`src/rtl/mc_controller_if.sv`:
```
// Decode inputs and datapath controls exchanged between the multi-cycle controller and the datapath.
interface mc_controller_if;
    logic [6:0] op;
    logic [2:0] funct3;
    logic       funct7b5;
    logic       zero;

    logic       pc_write;
    logic       adr_src;
    logic       mem_write;
    logic       ir_write;
    logic [1:0] result_src;
    logic [1:0] alu_src_a;
    logic [1:0] alu_src_b;
    logic [1:0] imm_src;
    logic       reg_write;
    logic [3:0] alu_control;
    logic       instr_done;
    logic       illegal;

    modport master (
        input  op, funct3, funct7b5, zero,
        output pc_write, adr_src, mem_write, ir_write, result_src, alu_src_a,
               alu_src_b, imm_src, reg_write, alu_control, instr_done, illegal
    );

    modport slave (
        output op, funct3, funct7b5, zero,
        input  pc_write, adr_src, mem_write, ir_write, result_src, alu_src_a,
               alu_src_b, imm_src, reg_write, alu_control, instr_done, illegal
    );
endinterface

```
`src/rtl/mc_controller.sv`:
```
// Multi-cycle RV32I-subset control unit: Moore FSM with registered datapath controls,
// ALU operation decode and branch resolution from the ALU zero flag.
module mc_controller (
    input  logic            clk,
    input  logic            reset,
    mc_controller_if.master ctrl
);
    localparam logic [3:0] ALU_ADD  = 4'b0000;
    localparam logic [3:0] ALU_SUB  = 4'b0001;
    localparam logic [3:0] ALU_AND  = 4'b0010;
    localparam logic [3:0] ALU_OR   = 4'b0011;
    localparam logic [3:0] ALU_XOR  = 4'b0100;
    localparam logic [3:0] ALU_LESS = 4'b0101;
    localparam logic [3:0] ALU_SLL  = 4'b0110;
    localparam logic [3:0] ALU_SRL  = 4'b0111;
    localparam logic [3:0] ALU_SRA  = 4'b1000;

    localparam logic [6:0] OP_LW  = 7'b0000011;
    localparam logic [6:0] OP_SW  = 7'b0100011;
    localparam logic [6:0] OP_R   = 7'b0110011;
    localparam logic [6:0] OP_I   = 7'b0010011;
    localparam logic [6:0] OP_BR  = 7'b1100011;
    localparam logic [6:0] OP_JAL = 7'b1101111;

    typedef enum logic [3:0] {
        S_FETCH, S_DECODE, S_MEMADR, S_MEMREAD, S_MEMWB, S_MEMWRITE,
        S_EXECR, S_EXECI, S_ALUWB, S_BRANCH, S_JAL
    } state_t;

    state_t     state_reg, state_next, load_state;
    logic       decode_illegal_next;
    logic [3:0] r_alu_next, i_alu_next;
    logic       r_illegal_next, i_illegal_next;

    logic       pc_write_reg, adr_src_reg, mem_write_reg, ir_write_reg;
    logic       reg_write_reg, instr_done_reg, branch_reg;
    logic [1:0] result_src_reg, alu_src_a_reg, alu_src_b_reg;
    logic [3:0] alu_control_reg;

    always_comb begin
        r_alu_next = ALU_ADD;
        case (ctrl.funct3)
            3'b000:         r_alu_next = ctrl.funct7b5 ? ALU_SUB : ALU_ADD;
            3'b001:         r_alu_next = ALU_SLL;
            3'b010, 3'b011: r_alu_next = ALU_LESS;
            3'b100:         r_alu_next = ALU_XOR;
            3'b101:         r_alu_next = ctrl.funct7b5 ? ALU_SRA : ALU_SRL;
            3'b110:         r_alu_next = ALU_OR;
            3'b111:         r_alu_next = ALU_AND;
            default:        r_alu_next = ALU_ADD;
        endcase
        // Immediate forms never subtract, so funct7b5 only matters for the shift pair.
        i_alu_next     = (ctrl.funct3 == 3'b000) ? ALU_ADD : r_alu_next;
        r_illegal_next = ctrl.funct7b5 && (ctrl.funct3 != 3'b000) && (ctrl.funct3 != 3'b101);
        i_illegal_next = ctrl.funct7b5 && (ctrl.funct3 == 3'b001);
    end

    always_comb begin
        state_next          = S_FETCH;
        decode_illegal_next = 1'b0;
        case (state_reg)
            S_FETCH:  state_next = S_DECODE;
            S_DECODE: begin
                case (ctrl.op)
                    OP_LW, OP_SW: state_next = S_MEMADR;
                    OP_R: begin
                        decode_illegal_next = r_illegal_next;
                        state_next          = r_illegal_next ? S_FETCH : S_EXECR;
                    end
                    OP_I: begin
                        decode_illegal_next = i_illegal_next;
                        state_next          = i_illegal_next ? S_FETCH : S_EXECI;
                    end
                    OP_BR: begin
                        decode_illegal_next = (ctrl.funct3[2:1] != 2'b00);
                        state_next          = decode_illegal_next ? S_FETCH : S_BRANCH;
                    end
                    OP_JAL:  state_next = S_JAL;
                    default: decode_illegal_next = 1'b1;
                endcase
            end
            S_MEMADR:                 state_next = (ctrl.op == OP_SW) ? S_MEMWRITE : S_MEMREAD;
            S_MEMREAD:                state_next = S_MEMWB;
            S_EXECR, S_EXECI, S_JAL:  state_next = S_ALUWB;
            default:                  state_next = S_FETCH;
        endcase
    end

    // Controls are registered against the state being entered, so reset preloads FETCH's set.
    assign load_state = reset ? S_FETCH : state_next;

    always_ff @(posedge clk) begin
        if (reset) state_reg <= S_FETCH;
        else       state_reg <= state_next;

        pc_write_reg    <= 1'b0;
        adr_src_reg     <= 1'b0;
        mem_write_reg   <= 1'b0;
        ir_write_reg    <= 1'b0;
        reg_write_reg   <= 1'b0;
        instr_done_reg  <= 1'b0;
        branch_reg      <= 1'b0;
        result_src_reg  <= 2'b00;
        alu_src_a_reg   <= 2'b00;
        alu_src_b_reg   <= 2'b00;
        alu_control_reg <= ALU_ADD;
        case (load_state)
            S_FETCH: begin
                ir_write_reg   <= 1'b1;
                pc_write_reg   <= 1'b1;
                alu_src_b_reg  <= 2'b10;
                result_src_reg <= 2'b10;
            end
            S_DECODE: begin
                alu_src_a_reg <= 2'b01;
                alu_src_b_reg <= 2'b01;
            end
            S_MEMADR: begin
                alu_src_a_reg <= 2'b10;
                alu_src_b_reg <= 2'b01;
            end
            S_MEMREAD: adr_src_reg <= 1'b1;
            S_MEMWB: begin
                result_src_reg <= 2'b01;
                reg_write_reg  <= 1'b1;
                instr_done_reg <= 1'b1;
            end
            S_MEMWRITE: begin
                adr_src_reg    <= 1'b1;
                mem_write_reg  <= 1'b1;
                instr_done_reg <= 1'b1;
            end
            S_EXECR: begin
                alu_src_a_reg   <= 2'b10;
                alu_control_reg <= r_alu_next;
            end
            S_EXECI: begin
                alu_src_a_reg   <= 2'b10;
                alu_src_b_reg   <= 2'b01;
                alu_control_reg <= i_alu_next;
            end
            S_ALUWB: begin
                reg_write_reg  <= 1'b1;
                instr_done_reg <= 1'b1;
            end
            S_BRANCH: begin
                alu_src_a_reg   <= 2'b10;
                alu_control_reg <= ALU_SUB;
                branch_reg      <= 1'b1;
                instr_done_reg  <= 1'b1;
            end
            S_JAL: begin
                alu_src_a_reg <= 2'b01;
                alu_src_b_reg <= 2'b10;
                pc_write_reg  <= 1'b1;
            end
            default: ;
        endcase
    end

    // Branch outcome depends on this cycle's zero flag, so it cannot be registered ahead.
    assign ctrl.pc_write    = (pc_write_reg | (branch_reg & (ctrl.zero ^ ctrl.funct3[0]))) & ~reset;
    assign ctrl.ir_write    = ir_write_reg & ~reset;
    assign ctrl.mem_write   = mem_write_reg & ~reset;
    assign ctrl.reg_write   = reg_write_reg & ~reset;
    assign ctrl.instr_done  = instr_done_reg & ~reset;
    assign ctrl.illegal     = (state_reg == S_DECODE) & decode_illegal_next & ~reset;
    assign ctrl.adr_src     = adr_src_reg;
    assign ctrl.result_src  = result_src_reg;
    assign ctrl.alu_src_a   = alu_src_a_reg;
    assign ctrl.alu_src_b   = alu_src_b_reg;
    assign ctrl.alu_control = alu_control_reg;

    always_comb begin
        case (ctrl.op)
            OP_SW:   ctrl.imm_src = 2'b01;
            OP_BR:   ctrl.imm_src = 2'b10;
            OP_JAL:  ctrl.imm_src = 2'b11;
            default: ctrl.imm_src = 2'b00;
        endcase
    end
endmodule
```
`src/flat_wrapper.sv`:
```
// flat-port wrapper written by rule: the top's interface ports become plain ports
module mc_controller_flat 
  (clk, reset, ctrl_op, ctrl_funct3, ctrl_funct7b5, ctrl_zero, ctrl_pc_write, ctrl_adr_src, ctrl_mem_write, ctrl_ir_write, ctrl_result_src, ctrl_alu_src_a, ctrl_alu_src_b, ctrl_imm_src, ctrl_reg_write, ctrl_alu_control, ctrl_instr_done, ctrl_illegal);
  mc_controller_if ctrl_i ();
  input  logic clk;
  input  logic reset;
  input wire logic [$bits(ctrl_i.op)-1:0] ctrl_op;
  input wire logic [$bits(ctrl_i.funct3)-1:0] ctrl_funct3;
  input wire logic [$bits(ctrl_i.funct7b5)-1:0] ctrl_funct7b5;
  input wire logic [$bits(ctrl_i.zero)-1:0] ctrl_zero;
  output wire logic [$bits(ctrl_i.pc_write)-1:0] ctrl_pc_write;
  output wire logic [$bits(ctrl_i.adr_src)-1:0] ctrl_adr_src;
  output wire logic [$bits(ctrl_i.mem_write)-1:0] ctrl_mem_write;
  output wire logic [$bits(ctrl_i.ir_write)-1:0] ctrl_ir_write;
  output wire logic [$bits(ctrl_i.result_src)-1:0] ctrl_result_src;
  output wire logic [$bits(ctrl_i.alu_src_a)-1:0] ctrl_alu_src_a;
  output wire logic [$bits(ctrl_i.alu_src_b)-1:0] ctrl_alu_src_b;
  output wire logic [$bits(ctrl_i.imm_src)-1:0] ctrl_imm_src;
  output wire logic [$bits(ctrl_i.reg_write)-1:0] ctrl_reg_write;
  output wire logic [$bits(ctrl_i.alu_control)-1:0] ctrl_alu_control;
  output wire logic [$bits(ctrl_i.instr_done)-1:0] ctrl_instr_done;
  output wire logic [$bits(ctrl_i.illegal)-1:0] ctrl_illegal;
  assign ctrl_i.op = ctrl_op;
  assign ctrl_i.funct3 = ctrl_funct3;
  assign ctrl_i.funct7b5 = ctrl_funct7b5;
  assign ctrl_i.zero = ctrl_zero;
  assign ctrl_pc_write = ctrl_i.pc_write;
  assign ctrl_adr_src = ctrl_i.adr_src;
  assign ctrl_mem_write = ctrl_i.mem_write;
  assign ctrl_ir_write = ctrl_i.ir_write;
  assign ctrl_result_src = ctrl_i.result_src;
  assign ctrl_alu_src_a = ctrl_i.alu_src_a;
  assign ctrl_alu_src_b = ctrl_i.alu_src_b;
  assign ctrl_imm_src = ctrl_i.imm_src;
  assign ctrl_reg_write = ctrl_i.reg_write;
  assign ctrl_alu_control = ctrl_i.alu_control;
  assign ctrl_instr_done = ctrl_i.instr_done;
  assign ctrl_illegal = ctrl_i.illegal;
  mc_controller u_core (.clk(clk), .reset(reset), .ctrl(ctrl_i));
endmodule
```
`config.mk`:
```
export PLATFORM = sky130hd
export DESIGN_NAME = mc_controller_flat
export DESIGN_NICKNAME = d
export VERILOG_FILES = /design/src/rtl/mc_controller_if.sv /design/src/rtl/mc_controller.sv /design/src/flat_wrapper.sv
export SDC_FILE = /design/constraint.sdc
export NUM_CORES = 1
export LEC_CHECK = 0
export BUFFER_PORTS_ARGS = -buffer_cell sky130_fd_sc_hd__buf_2
export CAP_MARGIN = 20
export CORE_MARGIN = 2
export CORE_UTILIZATION = 35
export CTS_BUF_LIST = sky130_fd_sc_hd__clkbuf_8 sky130_fd_sc_hd__clkbuf_16
export DETAILED_ROUTE_END_ITERATION = 8
export PLACE_DENSITY_LB_ADDON = 0.15
export SYNTH_ARGS = -nofsm -noshare
export SYNTH_HDL_FRONTEND = slang
export SYNTH_SLANG_ARGS = --single-unit
export TNS_END_PERCENT = 1
```
`constraint.sdc`:
```
create_clock -name clk -period 2.16 [get_ports clk]
set_input_delay 0.108 -clock clk [delete_from_list [all_inputs] [get_ports clk]]
set_output_delay 0.108 -clock clk [all_outputs]
set_load 0.03 [all_outputs]
```
==> flow_metrics.env, run 1 <==
export IMPL_status="completed"
export IMPL_num_vias=1085
export IMPL_p_int_mw=0.562
export IMPL_post_cts_buffers=0
export IMPL_timing_slew_headroom_pct=76.6
export IMPL_dieArea_sq_um=3590
export IMPL_fill_cells=307
export IMPL_drt_wl_total_mm=2.65
export IMPL_seqPwrFrac_pct=50.0
export IMPL_maxCapViolations=0
export IMPL_root_buffer="clkbuf_8"
export IMPL_cts_buffer_depth=2
export IMPL_arrival_ns=2.25
export IMPL_clkPwrFrac_pct=29.9
export IMPL_synth_top_area_share_pct=36.6
export IMPL_synthFlopType="dfxtp_1"
export IMPL_cts_tree="done"
export IMPL_switching_share_pct=27.1
export IMPL_rrSetupSlack_ns=0.09
export IMPL_via_per_inst=5.37
export IMPL_worst_slew_pin_transition_ns=0.348
export IMPL_ios=33
export IMPL_hold_viol=0
export IMPL_setup_violations=0
export IMPL_synth_most_common_cell="dfxtp_1"
export IMPL_syn_area_per_cell_sq_um=8.35
export IMPL_drc_errors=0
export IMPL_fin_worst_skew_ns=0.000922
export IMPL_p_leak_nw=0.630
export IMPL_endpoint_kind="flop"
export IMPL_drive_gt1_share_pct=34.3
export IMPL_setup_worst_path_class="flop to flop"
export IMPL_drt_pass1_iterations=4
export IMPL_cts_sinks=20
export IMPL_grtUsageTotal_pct=15.4
export IMPL_wl_per_cell_um=13.1
export IMPL_n_antenna_cell=0
export IMPL_antenna_found_initial=0
export IMPL_num_rows=20
export IMPL_p_sw_mw=0.209
export IMPL_crit_path_max_fanout=6
export IMPL_grt_pass1_vias=967
export IMPL_numPortBuffers=32
export IMPL_hp_class="input pin to flop"
export IMPL_grt_max_degree=13
export IMPL_grt_pass1_wl_mm=4.16
export IMPL_syn_num_nets=145
export IMPL_clkSlewWorstSetupHoldPaths_ns=0.07
export IMPL_place_hpwl_mm=2.10
export IMPL_instances_no_fill=202
export IMPL_netlist_top_cells_area="dfxtp_1 37%, a21oi_1 5.5%, nor2b_1 4.6%, nor2_1 4.1%, nand2_1 3.1%"
export IMPL_postSynth_asyncResetShare_pct=0
export IMPL_required_ns=2.34
export IMPL_area_growth_pct=27.8
export IMPL_ys_seq_elements=20
export IMPL_synthesis_area_sq_um=1090
export IMPL_die_h_um=59.9
export IMPL_routabilityCongestion=0.786
export IMPL_layout_nets=185
export IMPL_layout_min_cycle_time_ns=2.07
export IMPL_crit_path_start_kind="flop"
export IMPL_pwr_share_comb_pct=20.1
export IMPL_core_area_sq_um=3000
export IMPL_yosys_top_cells_count="20 x dfxtp_1, 12 x a21oi_1, 12 x nor2_1, 9 x nand2_1, 8 x nor2b_1"
export IMPL_synth_cell_types=49
export IMPL_ant_nets=0
export IMPL_cts_buffers=3
export IMPL_synth_largest_area_cell="dfxtp_1"
export IMPL_max_freq_mhz=483
export IMPL_clock_latency_ns=0.25
export IMPL_yosysWarnings=0
export IMPL_rsz0062_at_grt="false"
export IMPL_power_density_nw_per_um2=551
export IMPL_ys_seq_area_share_pct=36.6
export IMPL_drtIter0Drc=61
export IMPL_die_w_um=59.9
export IMPL_dpl_instance_area_sq_um=1350
export IMPL_synth_edff_count=0
export IMPL_place_inst=199
export IMPL_globalRouteOverflowTotal=0
export IMPL_vdd_drop_max_mv=0.391
export IMPL_floorplan_initialDensity_pct=36.4
export IMPL_htreeDepth=1
export IMPL_stdcell_area_sq_um=1400
export IMPL_synthCells=131
export IMPL_fin_crit_sh_pct=95.8
export IMPL_slew_viol_final=0
[worst paths after layout]
kind	startpoint	endpoint	cells after the start
worst min-delay path	ctrl_funct3[1]	u_core.ctrl.alu_control[3]$_DFF_P_	2
worst min register to register	u_core.state_reg[1]$_DFF_P_	u_core.ctrl.alu_src_a[0]$_DFF_P_	3
worst max register to register	u_core.state_reg[2]$_DFF_P_	u_core.ctrl.alu_src_b[1]$_DFF_P_	6
worst max-delay path	u_core.state_reg[2]$_DFF_P_	u_core.ctrl.alu_src_b[1]$_DFF_P_	6
[logic make-up (layout without fill, tap and decap cells)]
kind of cell / after synthesis / after routing / synth area share (%)
DFF: 20 / 20 / 36.6
AOI/OAI and AO/OA: 35 / 35 / 23.1
xor gates and xnor gates: 1 / 1 / 0.801
buffers and inverters: 12 / 50 / 5.38
muxes: 1 / 1 / 0.915
and+or+nand+nor: 62 / 62 / 33.2
[power by group through the flow]
stage	Clock [mW]	Combinational (mW)	Sequential, mW
after floorplan	0	0.0913	0.407
after global placement	0	0.152	0.393
after detailed placement	0	0.154	0.393
after CTS	0.238	0.156	0.385
after global routing	0.256	0.170	0.386
final	0.230	0.155	0.385
[final cells by class]
| class | instances | area [sq um] | area share [%] |
|---|---|---|---|
| inverter | 4 | 15.0 | 1.07 |
| multi-input combinational | 99 | 656 | 46.9 |
| timing repair buffer | 43 | 243 | 17.4 |
| tap | 33 | 41.3 | 2.95 |
| sequential | 20 | 402 | 28.7 |
| clock buffer | 3 | 41.3 | 2.95 |
[placed cells by master (no fill, tap or decap), drive strengths merged, types with 4 or more instances in the layout]
master / synthesis / final
buf: 4 / 43
dfxtp: 20 / 20
nor2: 12 / 12
a21oi: 12 / 12
nand2: 9 / 9
nor2b: 8 / 8
nand2b: 5 / 5
or2: 5 / 5
inv: 4 / 4
[per-layer routing]
| metal | vias to the layer above | GRT usage (%) | share of wire [%] |
|---|---|---|---|
| met5 | - | 0 | 0 |
| met2 | 28 | 26.4 | 49 |
| met1 | 507 | 19.4 | 43 |
| li1 | 548 | - | - |
| met4 | 0 | 3.17 | 0.38 |
| met3 | 2 | 3.90 | 7.4 |
[per-stage QoR]
step,utilization (%),hold WS [ns],setup TNS (ns),total power [mW],setup WS (ns)
2_1_floorplan,-,0.250,-0.0625,0.498,-0.0313
3_3_place_gp,44.8,0.410,0,0.545,0.0216
3_5_place_dp,44.8,0.419,-0.0494,0.547,-0.0331
4_1_cts,46.3,0.153,0,0.779,0.0881
5_1_grt,46.5,0.159,0,0.812,0.0173
6_report,46.5,0.152,0,0.770,0.0911
[critical path: stages (launching register included)]
cell	delay [ns]
dfxtp_2	0.32
or4b_4	0.60
a2111oi_4	0.21
a21oi_1	0.10
and2_4	0.19
or4_4	0.50
o21ai_1	0.08
[what timing repair did]
action	4_1_cts	5_1_grt
resized for setup	1	1
hold buffers	0	0
endpoints found under the setup margin	2	1
Power figures use the tool's default switching activity.
==> inputs of run 2 (changes only) <==
ABC_AREA = 1   (was default)
CORE_MARGIN = 1   (was 2)
==> run 2 against run 1 <==
  * Critical path depth down 1
  * Clock skew up 0.0014 ns
  * Via count down 4.9%
  * Count of clock-buffer cells in the layout unchanged
  * First-iteration DRC count down 62%
  * Worst hold slack about the same
  * Routed wire length down 16%
  * Largest cell class unchanged
  * Largest power group unchanged
  * Highest routed layer unchanged
==> flow_metrics.env, run 2 <==
export IMPL_synthesis_area_sq_um=1200
export IMPL_hold_depth=3
export IMPL_place_hpwl_mm=1.85
export IMPL_fin_worst_skew_ns=0.00228
export IMPL_postSynth_asyncResetShare_pct=0
export IMPL_num_rows=20
export IMPL_synth_top_area_share_pct=33.4
export IMPL_critPathSlowestCell="dfxtp_1"
export IMPL_cp_buffers_inverters=2
export IMPL_fin_ws_ns=0.638
export IMPL_reg2reg_depth=9
export IMPL_grt_pass1_vias=912
export IMPL_slew_viol_final=0
export IMPL_area_growth_pct=20.6
export IMPL_ys_seq_area_share_pct=33.4
export IMPL_num_vias=1032
export IMPL_endpoint_kind="primary output"
export IMPL_grt_pass1_wl_mm=3.86
export IMPL_via_per_inst=4.37
export IMPL_vdd_drop_max_mv=0.218
export IMPL_dieArea_sq_um=3660
export IMPL_root_buffer="clkbuf_8"
export IMPL_synthCells=158
export IMPL_crit_path_start_kind="flop"
export IMPL_layout_nets=207
export IMPL_ant_nets=0
export IMPL_floorplan_initialDensity_pct=38.0
export IMPL_timing_slew_headroom_pct=74.8
export IMPL_cp_top_family="simple AND/OR/NAND/NOR gates"
export IMPL_die_w_um=60.5
export IMPL_instances_no_fill=236
export IMPL_synth_most_common_cell="nand2_1"
export IMPL_netlist_top_cells_area="dfxtp_1 33%, nand2_1 9.4%, inv_1 7.8%, nand2_2 6.8%, nand3_2 5.8%"
export IMPL_yosysWarnings=0
export IMPL_synthFlopType="dfxtp_1"
export IMPL_rsz0062_at_grt="false"
export IMPL_hp_class="input pin to flop"
export IMPL_max_stage_delay_ns=0.34
export IMPL_grt_max_degree=13
export IMPL_cts_sinks=20
export IMPL_fill_cells=335
export IMPL_post_cts_buffers=0
export IMPL_ios=33
export IMPL_drtIter0Drc=23
export IMPL_hold_viol=0
export IMPL_grtUsageTotal_pct=14.2
export IMPL_htreeDepth=1
export IMPL_setup_violations=0
export IMPL_min_from="ctrl_funct7b5"
export IMPL_synth_cell_types=29
export IMPL_layout_min_cycle_time_ns=1.52
export IMPL_max_freq_mhz=657
export IMPL_clkSlewWorstSetupHoldPaths_ns=0.07
export IMPL_routabilityCongestion=0.814
export IMPL_globalRouteOverflowTotal=0
export IMPL_drc_errors=0
export IMPL_holdBufCountCts=0
export IMPL_drt_pass1_iterations=4
export IMPL_core_area_sq_um=3150
export IMPL_synth_largest_area_cell="dfxtp_1"
export IMPL_p_leak_nw=0.817
export IMPL_ys_seq_elements=20
export IMPL_postCtsResizedCells=0
export IMPL_cp_startpoint="u_core.state_reg[0]$_DFF_P_"
export IMPL_numPortBuffers=32
export IMPL_crit_path_max_fanout=5
export IMPL_yosys_top_cells_count="30 x nand2_1, 25 x inv_1, 20 x dfxtp_1, 17 x nor2_1, 13 x nand2_2"
export IMPL_die_h_um=60.5
export IMPL_rrSetupSlack_ns=0.70
export IMPL_antenna_found_initial=0
export IMPL_fin_crit_sh_pct=70.5
export IMPL_wl_per_cell_um=9.46
export IMPL_clock_latency_ns=0.26
export IMPL_n_antenna_cell=0
export IMPL_maxCapViolations=0
export IMPL_synth_edff_count=0
export IMPL_syn_num_nets=172
export IMPL_cp_num_cells=5
export IMPL_final_common_cell="buf_2"
export IMPL_arrival_ns=1.41
export IMPL_final_cell_mix="32 x buf_2, 30 x nand2_1, 25 x inv_1, 20 x dfxtp_1, 17 x nor2_1"
export IMPL_syn_area_per_cell_sq_um=7.59
export IMPL_finalSetupTns_ns=0
export IMPL_worst_slew_pin_transition_ns=0.373
export IMPL_place_ws_ns=0.665
export IMPL_power_density_nw_per_um2=602
export IMPL_status="completed"
export IMPL_required_ns=2.05
export IMPL_drive_gt1_share_pct=41.1
export IMPL_path_cells="inv_1, nor3_4, o21ai_0, nor2_1, buf_2"
export IMPL_cts_tree="done"
export IMPL_cts_buffers=3
export IMPL_place_inst=232
export IMPL_r2r_start="u_core.state_reg[0]$_DFF_P_"
export IMPL_hold_slack_ns=0.152
export IMPL_cts_buffer_depth=2
export IMPL_drt_wl_total_mm=2.23
export IMPL_setup_worst_path_class="flop to primary output"
run 2: cell families after synthesis:
logic type,Yosys count,synth area share [%]
xor gates and xnor gates,1,0.731
buffers and inverters,35,14.1
DFF,20,33.4
AOI/OAI and AO/OA,13,7.73
and+or+nand+nor,89,44.1
run 2: through the flow:
step	total power, mW	util [%]	cell area [sq um]
final	0.870	45.8	1450
after global routing	0.907	45.8	1450
after CTS	0.880	45.8	1450
after detailed placement	0.508	43.6	1370
after global placement	0.507	43.6	1370
after floorplan	0.479	-	1200
run 2: path summary, 6_finish.rpt:
| path | endpoint |
|---|---|
| hold / removal | u_core.ctrl.alu_control[3]$_DFF_P_ |
| setup reg to reg | u_core.ctrl.alu_src_b[0]$_DFF_P_ |
| hold reg to reg | u_core.state_reg[0]$_DFF_P_ |
| setup / recovery | ctrl_illegal |
run 2: cell type report:
cell class | count | area (sq um) | share of cell area, %
inverter | 33 | 129 | 8.92
timing repair buffer | 32 | 160 | 11.1
tap | 44 | 55.1 | 3.81
multi-input combinational | 103 | 629 | 43.5
clock buffer | 3 | 41.3 | 2.86
clock inverter | 1 | 30.0 | 2.08
sequential | 20 | 400 | 27.7
run 2: where the power goes:
group / total [mW] / internal [mW] / leakage, nW / switching, mW
clock: 0.370 / 0.247 / 0.0357 / 0.123
combinational: 0.120 / 0.0386 / 0.618 / 0.0813
sequential: 0.379 / 0.377 / 0.163 / 0.00253
total: 0.870 / 0.663 / 0.817 / 0.207
run 2: worst min-delay path: stages:
cell	delay, ns
buf_2	0.13
inv_1	0.09
nor3_2	0.05
run 2: routing by layer:
layer  global-route usage [%]  vias up  wire [um]
li1                         -      555          -
met1                     17.5      456       1080
met2                     24.0       17       1060
met3                     3.20        4         68
met4                     5.84        0         25
met5                        0        -          0
==> inputs of run 3 (changes only) <==
ABC_AREA = 0   (was 1)
clock period = 1.3 ns   (was 2.16 ns; I/O delays follow)
==> run 3 against run 2 <==
  * The flow now finishes with violations (design-rule violations, negative setup slack)
  * Clock power increased by 5.9%
  * Setup slack got worse by 1.5 ns
  * Cell count is 3.0% lower
  * Cell area increased by 20%
  * Combinational power rose to 3.0 times the previous value
  * Flip-flop and latch count stayed put
  * Sequential share of layout area decreased by 4.4 points
  * Clock skew down 0.0012 ns
==> flow_metrics.env, run 3 (synthesis results as in run 1) <==
export IMPL_status="finished with violations"
export IMPL_violations="design-rule violations, negative setup slack"
export IMPL_final_core_util_pct=60.7
export IMPL_critPathSlowestCell="or4b_4"
export IMPL_maxCapViolations=0
export IMPL_layout_nets=214
export IMPL_drt_wl_total_mm=3.18
export IMPL_cpMostUsedCell="buf_4"
export IMPL_grtUsageTotal_pct=20.0
export IMPL_fin_crit_sh_pct=165
export IMPL_wl_met1_mm=1.36
export IMPL_crit_path_start_kind="flop"
export IMPL_place_hpwl_mm=2.35
export IMPL_cts_buffer_depth=2
export IMPL_grt_pass1_vias=1130
export IMPL_cts_sinks=20
export IMPL_path_cells="or4b_4, nor4_4, nand3_2, buf_4, a21oi_2, buf_4, nand2_1, and3_1"
export IMPL_vdd_drop_max_mv=0.606
export IMPL_rsz0062_at_grt="true"
export IMPL_htreeDepth=1
export IMPL_die_h_um=57.9
export IMPL_grt_pass1_wl_mm=5.13
export IMPL_setup_worst_path_class="flop to flop"
export IMPL_core_area_sq_um=2850
export IMPL_dieArea_sq_um=3350
export IMPL_drc_errors=3
export IMPL_ant_nets=0
export IMPL_max_freq_mhz=466
export IMPL_power_density_nw_per_um2=804
export IMPL_cts_tree="done"
export IMPL_p_leak_nw=0.790
export IMPL_holdBufCountCts=0
export IMPL_floorplan_initialDensity_pct=38.3
export IMPL_die_w_um=57.9
export IMPL_cts_buffers=3
export IMPL_wl_met2_mm=1.63
export IMPL_instances_no_fill=229
export IMPL_wl_met3_um=153
export IMPL_n_antenna_cell=0
export IMPL_num_rows=19
export IMPL_hp_class="input pin to flop"
export IMPL_area_growth_pct=58.2
export IMPL_place_ws_ns=-0.819
export IMPL_endpoint_kind="flop"
export IMPL_crit_path_max_fanout=5
export IMPL_ios=33
export IMPL_dr_max_layer_used="met4"
export IMPL_antenna_found_initial=0
export IMPL_arrival_ns=2.29
export IMPL_slew_viol_final=0
export IMPL_rrSetupSlack_ns=-0.84
export IMPL_dpl_instance_area_sq_um=1550
export IMPL_layout_min_cycle_time_ns=2.14
export IMPL_root_buffer="clkbuf_8"
export IMPL_routabilityCongestion=0.855
export IMPL_finalSetupTns_ns=-14.16
export IMPL_timing_slew_headroom_pct=66.1
export IMPL_max_stage_delay_ns=0.58
export IMPL_hold_slack_ns=0.160
export IMPL_clock_latency_ns=0.25
export IMPL_final_cell_mix="37 x buf_4, 31 x buf_2, 18 x dfxtp_1, 8 x nand2_1, 8 x nor2b_1"
export IMPL_stdcell_area_sq_um=1730
export IMPL_fin_ws_ns=-0.844
export IMPL_num_vias=1213
export IMPL_clkSlewWorstSetupHoldPaths_ns=0.07
export IMPL_globalRouteOverflowTotal=0
export IMPL_required_ns=1.45
export IMPL_setup_violations=21
export IMPL_place_inst=224
export IMPL_final_common_cell="buf_4"
export IMPL_drtIter0Drc=29
export IMPL_power_mw=1.39
export IMPL_hold_viol=0
export IMPL_wl_per_cell_um=13.9
export IMPL_grt_max_degree=11
export IMPL_via_per_inst=5.30
export IMPL_fin_worst_skew_ns=0.00108
export IMPL_worst_slew_pin_transition_ns=0.507
export IMPL_drive_gt1_share_pct=53.0
export IMPL_numPortBuffers=32
export IMPL_drt_pass1_iterations=6
==> run 3: repair_timing <==
| action | 4_1_cts | 5_1_grt |
|---|---|---|
| setup endpoints to repair | 21 | 21 |
| gates cloned | 0 | 0 |
| pin swaps | 3 | 10 |
| setup buffers | 2 | 1 |
| gates resized for setup | 14 | 19 |
==> run 3: worst max-delay path: cells and delay by family, from the launching register on <==
| kind | cells | cell delay [ns] |
|---|---|---|
| DFF | 1 | 0.32 |
| buffers and inverters | 2 | 0.33 |
| AOI/OAI and AO/OA | 1 | 0.15 |
| and+or+nand+nor | 5 | 1.24 |
==> run 3: area by class of cell <==
cell class | instances | area, sq um
clock buffers | 3 | 41.3
fillers | 249 | 1120
inverters | 4 | 15.0
multi-input cells | 99 | 754
flip-flops and latches | 20 | 403
well taps | 31 | 38.8
repair buffers | 72 | 478
==> run 3: worst paths after layout <==
| path | to | from | depth (start not counted) |
|---|---|---|---|
| worst max-delay path | u_core.ctrl.adr_src$_DFF_P_ | u_core.state_reg[1]$_DFF_P_ | 8 |
| worst min-delay path | u_core.ctrl.alu_control[3]$_DFF_P_ | ctrl_funct3[1] | 3 |
| worst max register to register | u_core.ctrl.adr_src$_DFF_P_ | u_core.state_reg[1]$_DFF_P_ | 8 |
| worst min register to register | u_core.branch_reg$_DFF_P_ | u_core.state_reg[0]$_DFF_P_ | 5 |
==> run 3: per-layer routing <==
layer	GRT usage [%]	up-vias
met5	0	-
met4	4.42	0
met3	4.91	4
met2	35.0	30
met1	25.0	571
li1	-	608
==> run 3: power breakdown <==
| part | switching (mW) | internal, mW |
|---|---|---|
| clock network | 0.186 | 0.206 |
| logic | 0.201 | 0.158 |
| registers | 0.00595 | 0.633 |
